**config.mk**
```make
export PLATFORM = sky130hd
export DESIGN_NAME = shift_seq_32
export DESIGN_NICKNAME = d
export VERILOG_FILES = /design/src/rtl/shift_seq_32.sv
export SDC_FILE = /design/constraint.sdc
export NUM_CORES = 1
export LEC_CHECK = 0
export CAP_MARGIN = 10
export CORE_ASPECT_RATIO = 0.8
export CORE_MARGIN = 2
export CORE_UTILIZATION = 40
export DETAILED_ROUTE_END_ITERATION = 7
export PLACE_DENSITY = 0.7
export SYNTH_ARGS = -nofsm -noshare
export SYNTH_HDL_FRONTEND = slang
export SYNTH_SLANG_ARGS = --single-unit
```
**constraint.sdc**
```tcl
create_clock -name clk -period 2.8 [get_ports clk]
set_input_delay 0.28 -clock clk [delete_from_list [all_inputs] [get_ports clk]]
set_output_delay 0.28 -clock clk [all_outputs]
set_load 0.1 [all_outputs]
```
**src/rtl/shift_seq_32.sv**
```systemverilog
// Iterative shift/rotate unit (SLL/SRL/SRA/ROR) that moves one bit per clock for the execute stage.
// Latency: shamt+2 cycles from the accepted start to the done pulse; a new start is accepted in the done cycle.
// Backpressure: none; start is ignored while busy and the caller must wait for done.
module shift_seq_32 #(
    parameter int WIDTH = 32
) (
    input  logic             clk,
    input  logic             rst_n,
    input  logic             start,
    input  logic [1:0]       op,
    input  logic [WIDTH-1:0] A,
    input  logic [WIDTH-1:0] B,
    output logic             busy,
    output logic             done,
    output logic [WIDTH-1:0] res
);
    localparam int SHW = 5;

    typedef enum logic [1:0] {
        IDLE  = 2'd0,
        SHIFT = 2'd1,
        DONE  = 2'd2
    } state_t;

    state_t           state_q, state_d;
    logic [WIDTH-1:0] acc_q, acc_d;
    logic [WIDTH-1:0] res_q, res_d;
    logic [SHW-1:0]   cnt_q, cnt_d;
    logic [1:0]       op_q, op_d;
    logic             done_q, done_d;
    logic [WIDTH-1:0] step_val;

    // Only the low bits of B carry the shift amount.
    logic unused_b_hi;
    assign unused_b_hi = ^B[WIDTH-1:SHW];

    always_comb begin
        step_val = acc_q;
        case (op_q)
            2'b00: step_val = {acc_q[WIDTH-2:0], 1'b0};
            2'b01: step_val = {1'b0, acc_q[WIDTH-1:1]};
            2'b10: step_val = {acc_q[WIDTH-1], acc_q[WIDTH-1:1]};
            2'b11: step_val = {acc_q[0], acc_q[WIDTH-1:1]};
            default: step_val = acc_q;
        endcase
    end

    always_comb begin
        state_d = state_q;
        acc_d   = acc_q;
        cnt_d   = cnt_q;
        op_d    = op_q;
        res_d   = res_q;
        done_d  = 1'b0;
        case (state_q)
            IDLE, DONE: begin
                if (start) begin
                    acc_d   = A;
                    cnt_d   = B[SHW-1:0];
                    op_d    = op;
                    state_d = SHIFT;
                end else begin
                    state_d = IDLE;
                end
            end
            SHIFT: begin
                // Exit is tested before decrementing so cnt never wraps.
                if (cnt_q != 5'd0) begin
                    acc_d = step_val;
                    cnt_d = cnt_q - 5'd1;
                end else begin
                    res_d   = acc_q;
                    done_d  = 1'b1;
                    state_d = DONE;
                end
            end
            default: state_d = IDLE;
        endcase
    end

    always_ff @(posedge clk) begin
        if (!rst_n) begin
            state_q <= IDLE;
            acc_q   <= '0;
            cnt_q   <= '0;
            op_q    <= '0;
            res_q   <= '0;
            done_q  <= 1'b0;
        end else begin
            state_q <= state_d;
            acc_q   <= acc_d;
            cnt_q   <= cnt_d;
            op_q    <= op_d;
            res_q   <= res_d;
            done_q  <= done_d;
        end
    end

    assign busy = (state_q == SHIFT);
    assign done = done_q;
    assign res  = res_q;

endmodule

```
Word-level counts from Yosys, hierarchy flattened
Index checks and enable logic that the tools add are counted.
- register bits: 74
- bits of input ports: 69
- logic and storage cells: 39
- add/subtract/negate cells: 1
- eq/ne operators: 9
- mux-type cells: 11
- bitwise gates (word level): 1
- reduce and logical (&&, ||, !) cells: 10
- operators by type and width (operator ; count):
    32-bit one-hot mux with 4 select lines ; 1
    32-bit 2-to-1 mux ; 2
    32-bit one-hot mux with 2 select lines ; 1
    5-bit 2-to-1 mux ; 2
    5-bit one-hot mux with 2 select lines ; 1
    2-bit equality test (second input constant) ; 3
    2-bit != test (second input constant) ; 3
    2-bit AND reduction ; 3
    5-bit nonzero test ; 1
    5-bit by 1-bit subtractor with 5-bit output (second input constant) ; 1
    2-bit by 1-bit equality test with 1-bit output (second input constant) ; 2
    2-bit logical NOT ; 2
    2-bit one-hot mux with 2 select lines ; 1
    4-bit AND reduction ; 1
    3-bit AND reduction ; 1
    1-bit 2-to-1 mux ; 2
    2-bit 2-to-1 mux ; 1
    2-bit by 1-bit != test with 1-bit output (second input constant) ; 1
    2-bit nonzero test ; 1
    2-bit OR reduction ; 1
    1-bit inverter ; 1

Longest topological paths before layout
Gate-level depths: netlist (run 1).
- depth in word-level cells: 4
- depth in mapped cells: 8

Worst setup path before layout (run 1)
OpenSTA, ideal clock, no wires.
- path type: register to register
- start: reg state_q[1]
- end: reg res_q[10], in the netlist res[10]
- arrival: 1920 ps
- path slack: 737 ps
- cell stages (with the launch flop): 8
- cell sequence: dfxtp_1 > nand2b_1 > buf_4 > inv_1 > nand2_1 > buf_2 > nand2_1 > a21oi_2
- cells in the longest elaborated chain, start to end: 2
- ends and longest elaborated chain (element ; line ; text):
    from (decl) ; 25 ; state_t state_q, state_d;
    from (signal assigned) ; 90 ; state_q <= state_d;
    2-bit by 1-bit equality test with 1-bit output ; - ;
    named net busy ; 13 ; output logic busy,
    2-bit AND reduction (no source line) ; - ;
    to (signal assigned) ; 94 ; res_q <= res_d;
    to (decl) ; 27 ; logic [WIDTH-1:0] res_q, res_d;
The timed path passes the listed nets, and every way through them passes these cells.
A chain may end at the register's enable or synchronous reset.

Worst setup path after layout (run 1)
- start: reg cnt_q[1]
- end: reg acc_q[28]
- cells in the longest elaborated chain, start to end: 3
- ends and longest elaborated chain (element ; line ; text):
    from (decl) ; 28 ; logic [SHW-1:0] cnt_q, cnt_d;
    from (signal assigned) ; 92 ; cnt_q <= cnt_d;
    5-bit nonzero test ; 68 ; if (cnt_q != 5'd0) begin
    2-bit by 1-bit != test with 1-bit output (no source line) ; - ;
    3-bit AND reduction (no source line) ; - ;
    to (signal assigned) ; 84 ; acc_q <= '0;
    to (signal assigned) ; 91 ; acc_q <= acc_d;
    to (decl) ; 26 ; logic [WIDTH-1:0] acc_q, acc_d;
No other way between the ends.

==> impl_metrics.csv, run 1 <==
group,metric,value,unit
clocking,numCtsBuffers,9,
detailed_routing,vias,2790,
setup_path,crit_fanout,31,
placed_design,dp_slack,0.8519,ns
detailed_routing,vias_per_cell,5.045,
run,max-cap-violations,0,
finish,area_growth,26.43,%
worst_hold_path,hp-start,"res[0]$_SDFFE_PN0P_",
grt,antenna_found_initial,0,
grt,grtUsageMet3,0.05319,
detailed_routing,drt_iter0_drc,123,
clocking,root_buffer,"clkbuf_8",
grt,grt_pass1_vias,2647,
power,ir_drop,257.6,µV
yosys,synth_xor_area_frac,0,
sta,rsz0062_at_grt,"no",
power,power.total,2.585,mW
sta,setup_tns,0,ns
yosys,ys_seq_area_frac,0.4408,
sta,hold_viol_final,0,
setup_path,r2r-start,"cnt_q[1]$_SDFFE_PN0P_",
clocking,clk_latency,0.34,ns
yosys,synth_top_family_by_area,"compound AO/OA/AOI/OAI gates",
setup_path,cp-end-kind,"flip-flop",
setup_path,crit_type,"reg -> reg",
placed_design,hpwl,5147,µm
clocking,clk_path_buf_depth,2,
setup_path,cp-start-kind,"flip-flop",
yosys,synthMuxAreaShare,0.08935,
yosys,syn-cell-area,0.003361,mm²
yosys,synth_fp_nets,444,
detailed_routing,ant_nets,0,
yosys,synth_cells,374,
clocking,clkSinkCount,74,
yosys,ys_warn_count,0,
yosys,yosys.area_share.adder,0.003723,
sta,worst_pin_slew,0.5947,ns
clocking,post_cts_resized,0,
clocking,cts_hold_buf,0,
finish,final_cell_mix,"103 x nand2_1, 74 x dfxtp_1, 42 x buf_4",
grt,grt_pass1_wl,12860,µm
clocking,post_cts_buffers,0,
clocking,clkTransAtPathRegs,0.07,ns
grt,use_met1,0.2460,
detailed_routing,routed_wl,7570,µm
die,core-area,0.008055,mm²
sta,setup_violations,0,
grt,busiest_layer,"met2",
setup_path,reg2reg_to,"acc_q[28]$_SDFFE_PN0P_",
yosys,synth_simple_gate_area_frac,0.1616,
sta,fin_crit,1.906,ns
die,fp-row-count,29,
setup_path,worst-r2r-cell-count,7,
sta,max_freq,524.8,MHz
worst_hold_path,hold_path_class,"reg -> reg",
placed_design,globalplace.congestion,0.7794,
placed_design,portBuffers,75,
yosys,synth_cell_types,37,
die,die_area,0.009156,mm²
detailed_routing,wl_per_cell,13.69,µm
detailed_routing,drc,0,
grt,grt_max_degree,39,
worst_hold_path,hold_end,"res[0]$_SDFFE_PN0P_",
finish,utilization,0.5275,
grt,grt.total_usage,0.1725,
sta,fin_worst_skew,0.009496,ns
clocking,htree_levels,3,
sta,setup_slack,0.8945,ns
power,pwr_density_cell,608.3,mW/mm²
finish,drive_gt1_frac,0.2202,
run_status,status,"completed",
power,p_leak,1.766,nW
yosys,postSynthAreaPerCell,8.986,µm²
sta,slew_violations,0,
setup_path,cp.arrival,2.18,ns
grt,grt_remaining_overflow,0,
die,die_width,106.5,µm
yosys,synth_compound_area_frac,0.2494,
clocking,cts_tree,"yes",
die,initial_utilization,0.4172,
die,die_h,85.99,µm
sta,relSlewSlack,0.6035,
sta,hold_ws,0.4588,ns
setup_path,required,3.08,ns
detailed_routing,first_pass_iters,5,
finish,fin_nets,511,
setup_path,r2r_setup_slack,0.89,ns
finish,diodes,0,
grt,grt.met2_usage,0.2582,
worst_hold_path,whs_path_depth,2,
finish,final_common_cell,"nand2_1",
yosys,ys_seq_elements,74,
sta,min_period_over_period,0.6806,
die,num_io_pins,103,
per-layer routing:
layer | wire, µm | vias up | share of wire
met5 | 0 | - | 0
met4 | 36 | 0 | 0.0048
met3 | 353 | 4 | 0.047
met2 | 3184 | 56 | 0.42
met1 | 3996 | 1297 | 0.53
li1 | - | 1433 | -
stage by stage:
step                cell area [µm²]  std cells
floorplan                      3361        374
global placement               4065        538
detailed placement             4065        538
CTS                            4249        553
global route                   4249        553
finish                         4249        553
area by class of cell:
cell class / count / area [µm²]
Fill cell: 793 / 3806
Multi-Input combinational cell: 268 / 1704
Sequential cell: 74 / 1481
Timing Repair Buffer: 83 / 725.7
Tap cell: 108 / 135.1
Clock buffer: 10 / 127.6
Clock inverter: 5 / 56.30
Inverter: 5 / 18.77
Yosys cell counts, drive strengths merged:
master | instances | area, µm²
dfxtp | 74 | 1481
nor4b | 1 | 23.77
o2bb2ai | 2 | 17.52
a2111oi | 1 | 8.760
buf | 17 | 128.9
o21ai | 35 | 186.4
nor2b | 2 | 12.51
a22oi | 1 | 7.510
or4b | 1 | 13.76
nand2 | 105 | 399.1
a31o | 1 | 8.760
a21oi | 38 | 302.8
o31ai | 1 | 7.510
mux2i | 30 | 300.3
nand2b | 5 | 31.28
a221oi | 1 | 8.760
ha | 1 | 12.51
or3 | 1 | 6.260
nor2 | 7 | 45.05
a32o | 1 | 10.01
and2 | 1 | 6.260
nor3 | 1 | 5.000
clkbuf | 10 | 37.54
o311ai | 1 | 8.760
inv | 5 | 18.76
a22o | 30 | 262.8
a311oi | 1 | 8.760
where the power goes:
group | leakage (nW) | internal, mW | switching, mW
Clock | 0.0921 | 0.406 | 0.386
Sequential | 0.603 | 1.13 | 0.0762
Combinational | 1.07 | 0.230 | 0.358
how the worst max path moves through the flow:
stage	start	to	slack [ns]	cells after the start
2_1_floorplan	state_q[1]$_SDFFE_PN0P_	res[10]$_SDFFE_PN0P_	0.74	7
3_3_place_gp	start	acc_q[28]$_SDFFE_PN0P_	0.85	6
3_5_place_dp	start	acc_q[28]$_SDFFE_PN0P_	0.85	6
4_1_cts	state_q[1]$_SDFFE_PN0P_	busy	0.87	4
5_1_grt	cnt_q[1]$_SDFFE_PN0P_	acc_q[28]$_SDFFE_PN0P_	0.72	7
6_report	cnt_q[1]$_SDFFE_PN0P_	acc_q[28]$_SDFFE_PN0P_	0.89	7
flip-flops by register name (all words and copies together) (netlist names):
signal / cells
acc_q: 32
cnt_q: 5
done: 1
op_q: 2
res: 32
state_q: 2
logic make-up after synthesis:
| group | after synthesis |
|---|---|
| mux | 30 |
| compound gates | 113 |
| buf+inv | 32 |
| simple gates | 124 |
| flops | 74 |
| fa+ha+maj | 1 |
worst max-delay path: stages, from the launching register on:
cell	delay, ns
dfxtp_1	0.37
inv_1	0.05
ha_1	0.21
nor4b_4	0.16
o21ai_4	0.24
nand2_1	0.15
inv_2	0.43
a22o_1	0.22
(Power assumes the default switching activity.)
==> inputs of run 2 (changes only) <==
==> constraint.sdc (replaced) <==
create_clock -name clk -period 1.81 [get_ports clk]
set_input_delay 0.181 -clock clk [delete_from_list [all_inputs] [get_ports clk]]
set_output_delay 0.181 -clock clk [all_outputs]
set_load 0.1 [all_outputs]
==> run 2 against run 1 <==
Cell count rose by 0.90%. Sequential power rose by 55%. Total power rose by 62%. Die area did not move. Core utilization rose by 1.6 points. Largest cell class unchanged. Critical path depth did not move. Wire length rose by 5.0%. Combinational power rose by 68%. Clock skew rose by 0.0027 ns. Via count rose by 2.4%. Critical path type unchanged. Largest power group unchanged. Cell area rose by 3.1%.
==> impl_metrics.csv, run 2 (synthesized netlist as in run 1, its figures left out) <==
group,metric,value,unit
sta,hold_ws,0.3839,ns
clocking,clk_latency,0.35,ns
finish,drive_gt1_frac,0.2378,
finish,fin_area,0.004382,mm²
setup_path,r2r-start,"cnt_q[0]$_SDFFE_PN0P_",
setup_path,cp-start-kind,"flip-flop",
clocking,cts_tree,"yes",
detailed_routing,drt_iter0_drc,131,
finish,diodes,0,
finish,final_cells,558,
detailed_routing,ant_nets,0,
sta,min_period_over_period,0.9294,
finish,final_cell_mix,"102 x nand2_1, 74 x dfxtp_1, 41 x clkdlybuf4s50_1, 41 x buf_4, 33 x o21ai_0",
finish,area.sequential,0.001481,mm²
clocking,numCtsBuffers,9,
clocking,clk_path_buf_depth,2,
detailed_routing,wl_per_cell,14.25,µm
finish,multi_input_comb_area,0.001718,mm²
power,p_leak,1.811,nW
setup_path,max_stage_delay,0.52,ns
sta,rsz0062_at_grt,"no",
clocking,post_cts_buffers,0,
sta,setup_tns,0,ns
detailed_routing,drc,0,
sta,relSlewSlack,0.7461,
sta,fin_worst_skew,0.01220,ns
placed_design,globalplace.congestion,0.7512,
setup_path,cp.arrival,1.97,ns
power,ir_drop,399.5,µV
grt,antenna_found_initial,0,
sta,fin_crit,1.682,ns
placed_design,place_area,0.004169,mm²
die,initial_utilization,0.4172,
setup_path,path_cells,"inv_1 -> ha_2 -> or4b_4 -> nor2_8 -> buf_12 -> nand2_1 -> a21oi_2",
clocking,clkTransAtPathRegs,0.08,ns
detailed_routing,routed_wl,7950,µm
run,max-cap-violations,0,
die,die_area,0.009156,mm²
finish,area_growth,30.38,%
detailed_routing,first_pass_iters,4,
sta,setup_violations,0,
finish,fin_nets,515,
setup_path,required,2.10,ns
setup_path,cp-startpoint,"cnt_q[0]$_SDFFE_PN0P_",
placed_design,portBuffers,75,
grt,grt_pass1_wl,13500,µm
placed_design,place_inst,542,
power,pwr_density_cell,954.8,mW/mm²
setup_path,cp-end-kind,"flip-flop",
clocking,htree_levels,3,
setup_path,crit_type,"reg -> reg",
die,fp-row-count,29,
setup_path,crit_fanout,16,
placed_design,hpwl,5273,µm
grt,grt.total_usage,0.1849,
setup_path,critPathSlowestCell,"or4b_4",
power,power.total,4.184,mW
clocking,root_buffer,"clkbuf_8",
die,die_h,85.99,µm
setup_path,crit_family,"simple AND/OR/NAND/NOR gates",
clocking,clkSinkCount,74,
sta,max_freq,594.5,MHz
grt,grt_pass1_vias,2690,
detailed_routing,vias_per_cell,5.122,
worst_hold_path,hold_path_class,"in -> reg",
die,num_io_pins,103,
setup_path,path_buf_inv,2,
grt,grt_max_degree,73,
die,die_width,106.5,µm
grt,grt_remaining_overflow,0,
detailed_routing,vias,2858,
sta,slew_violations,0,
finish,final_common_cell,"nand2_1",
sta,hold_viol_final,0,
run_status,status,"completed",
sta,worst_pin_slew,0.3712,ns
finish,fill_cells,756,
worst_hold_path,hp-start,"op[0]",
die,core-area,0.008055,mm²
## run 2: area by class of cell
class | instances | share of cell area
repair buffers | 87 | 0.1868
clock inverters | 5 | 0.01428
inverters | 5 | 0.005711
multi-input cells | 268 | 0.3921
clock buffers | 11 | 0.03227
flip-flops and latches | 74 | 0.3381
well taps | 108 | 0.03084
## run 2: where the power goes
part,internal [mW],switching [mW]
logic,0.408,0.581
clock network,0.682,0.646
registers,1.75,0.119
## run 2: repair_timing
action,in CTS,in global routing
hold buffers,0,0
gates resized for setup,0,4
endpoints found under the setup margin,0,34
## run 2: final timing paths
path                                             end  slack (ns)  cells past startpoint
worst min-delay path            op_q[0]$_SDFFE_PN0P_        0.38                      3
worst min register to register  res[31]$_SDFFE_PN0P_        0.46                      2
worst max-delay path            res[30]$_SDFFE_PN0P_        0.13                      7
worst max register to register  res[30]$_SDFFE_PN0P_        0.13                      7
## run 2: per-stage QoR
| step | util | worst slack [ns] |
|---|---|---|
| 3_5_place_dp | 0.5176 | 0.04307 |
| 4_1_cts | 0.5429 | 0.01663 |
| 5_1_grt | 0.5440 | 0.007346 |
| 6_report | 0.5440 | 0.1278 |
| 3_3_place_gp | 0.5176 | 0.09182 |
| 2_1_floorplan | - | -0.01424 |
## run 2: tightest hold or removal path, cell delays in order
cell and delay [ns]:
clkdlybuf4s50_1 0.40, nand2_1 0.06, a21oi_1 0.05
## run 2: layer usage
layer / vias up / GRT usage / wire, µm / share of wire
li1: 1442 / - / - / -
met1: 1326 / 0.2605 / 4086 / 0.51
met2: 78 / 0.2786 / 3264 / 0.41
met3: 12 / 0.05471 / 486 / 0.061
met4: 0 / 0.04604 / 113 / 0.014
met5: - / 0 / 0 / 0
==> inputs of run 3 (changes only) <==
--- a/config.mk
+++ b/config.mk
@@ -11,6 +11,7 @@
 export CORE_UTILIZATION = 40
 export DETAILED_ROUTE_END_ITERATION = 7
 export PLACE_DENSITY = 0.7
+export SKIP_LAST_GASP = 1
 export SYNTH_ARGS = -nofsm -noshare
 export SYNTH_HDL_FRONTEND = slang
 export SYNTH_SLANG_ARGS = --single-unit
==> results of run 3 <==
No change in the layout: final DEF, timing and power equal those of run 2.
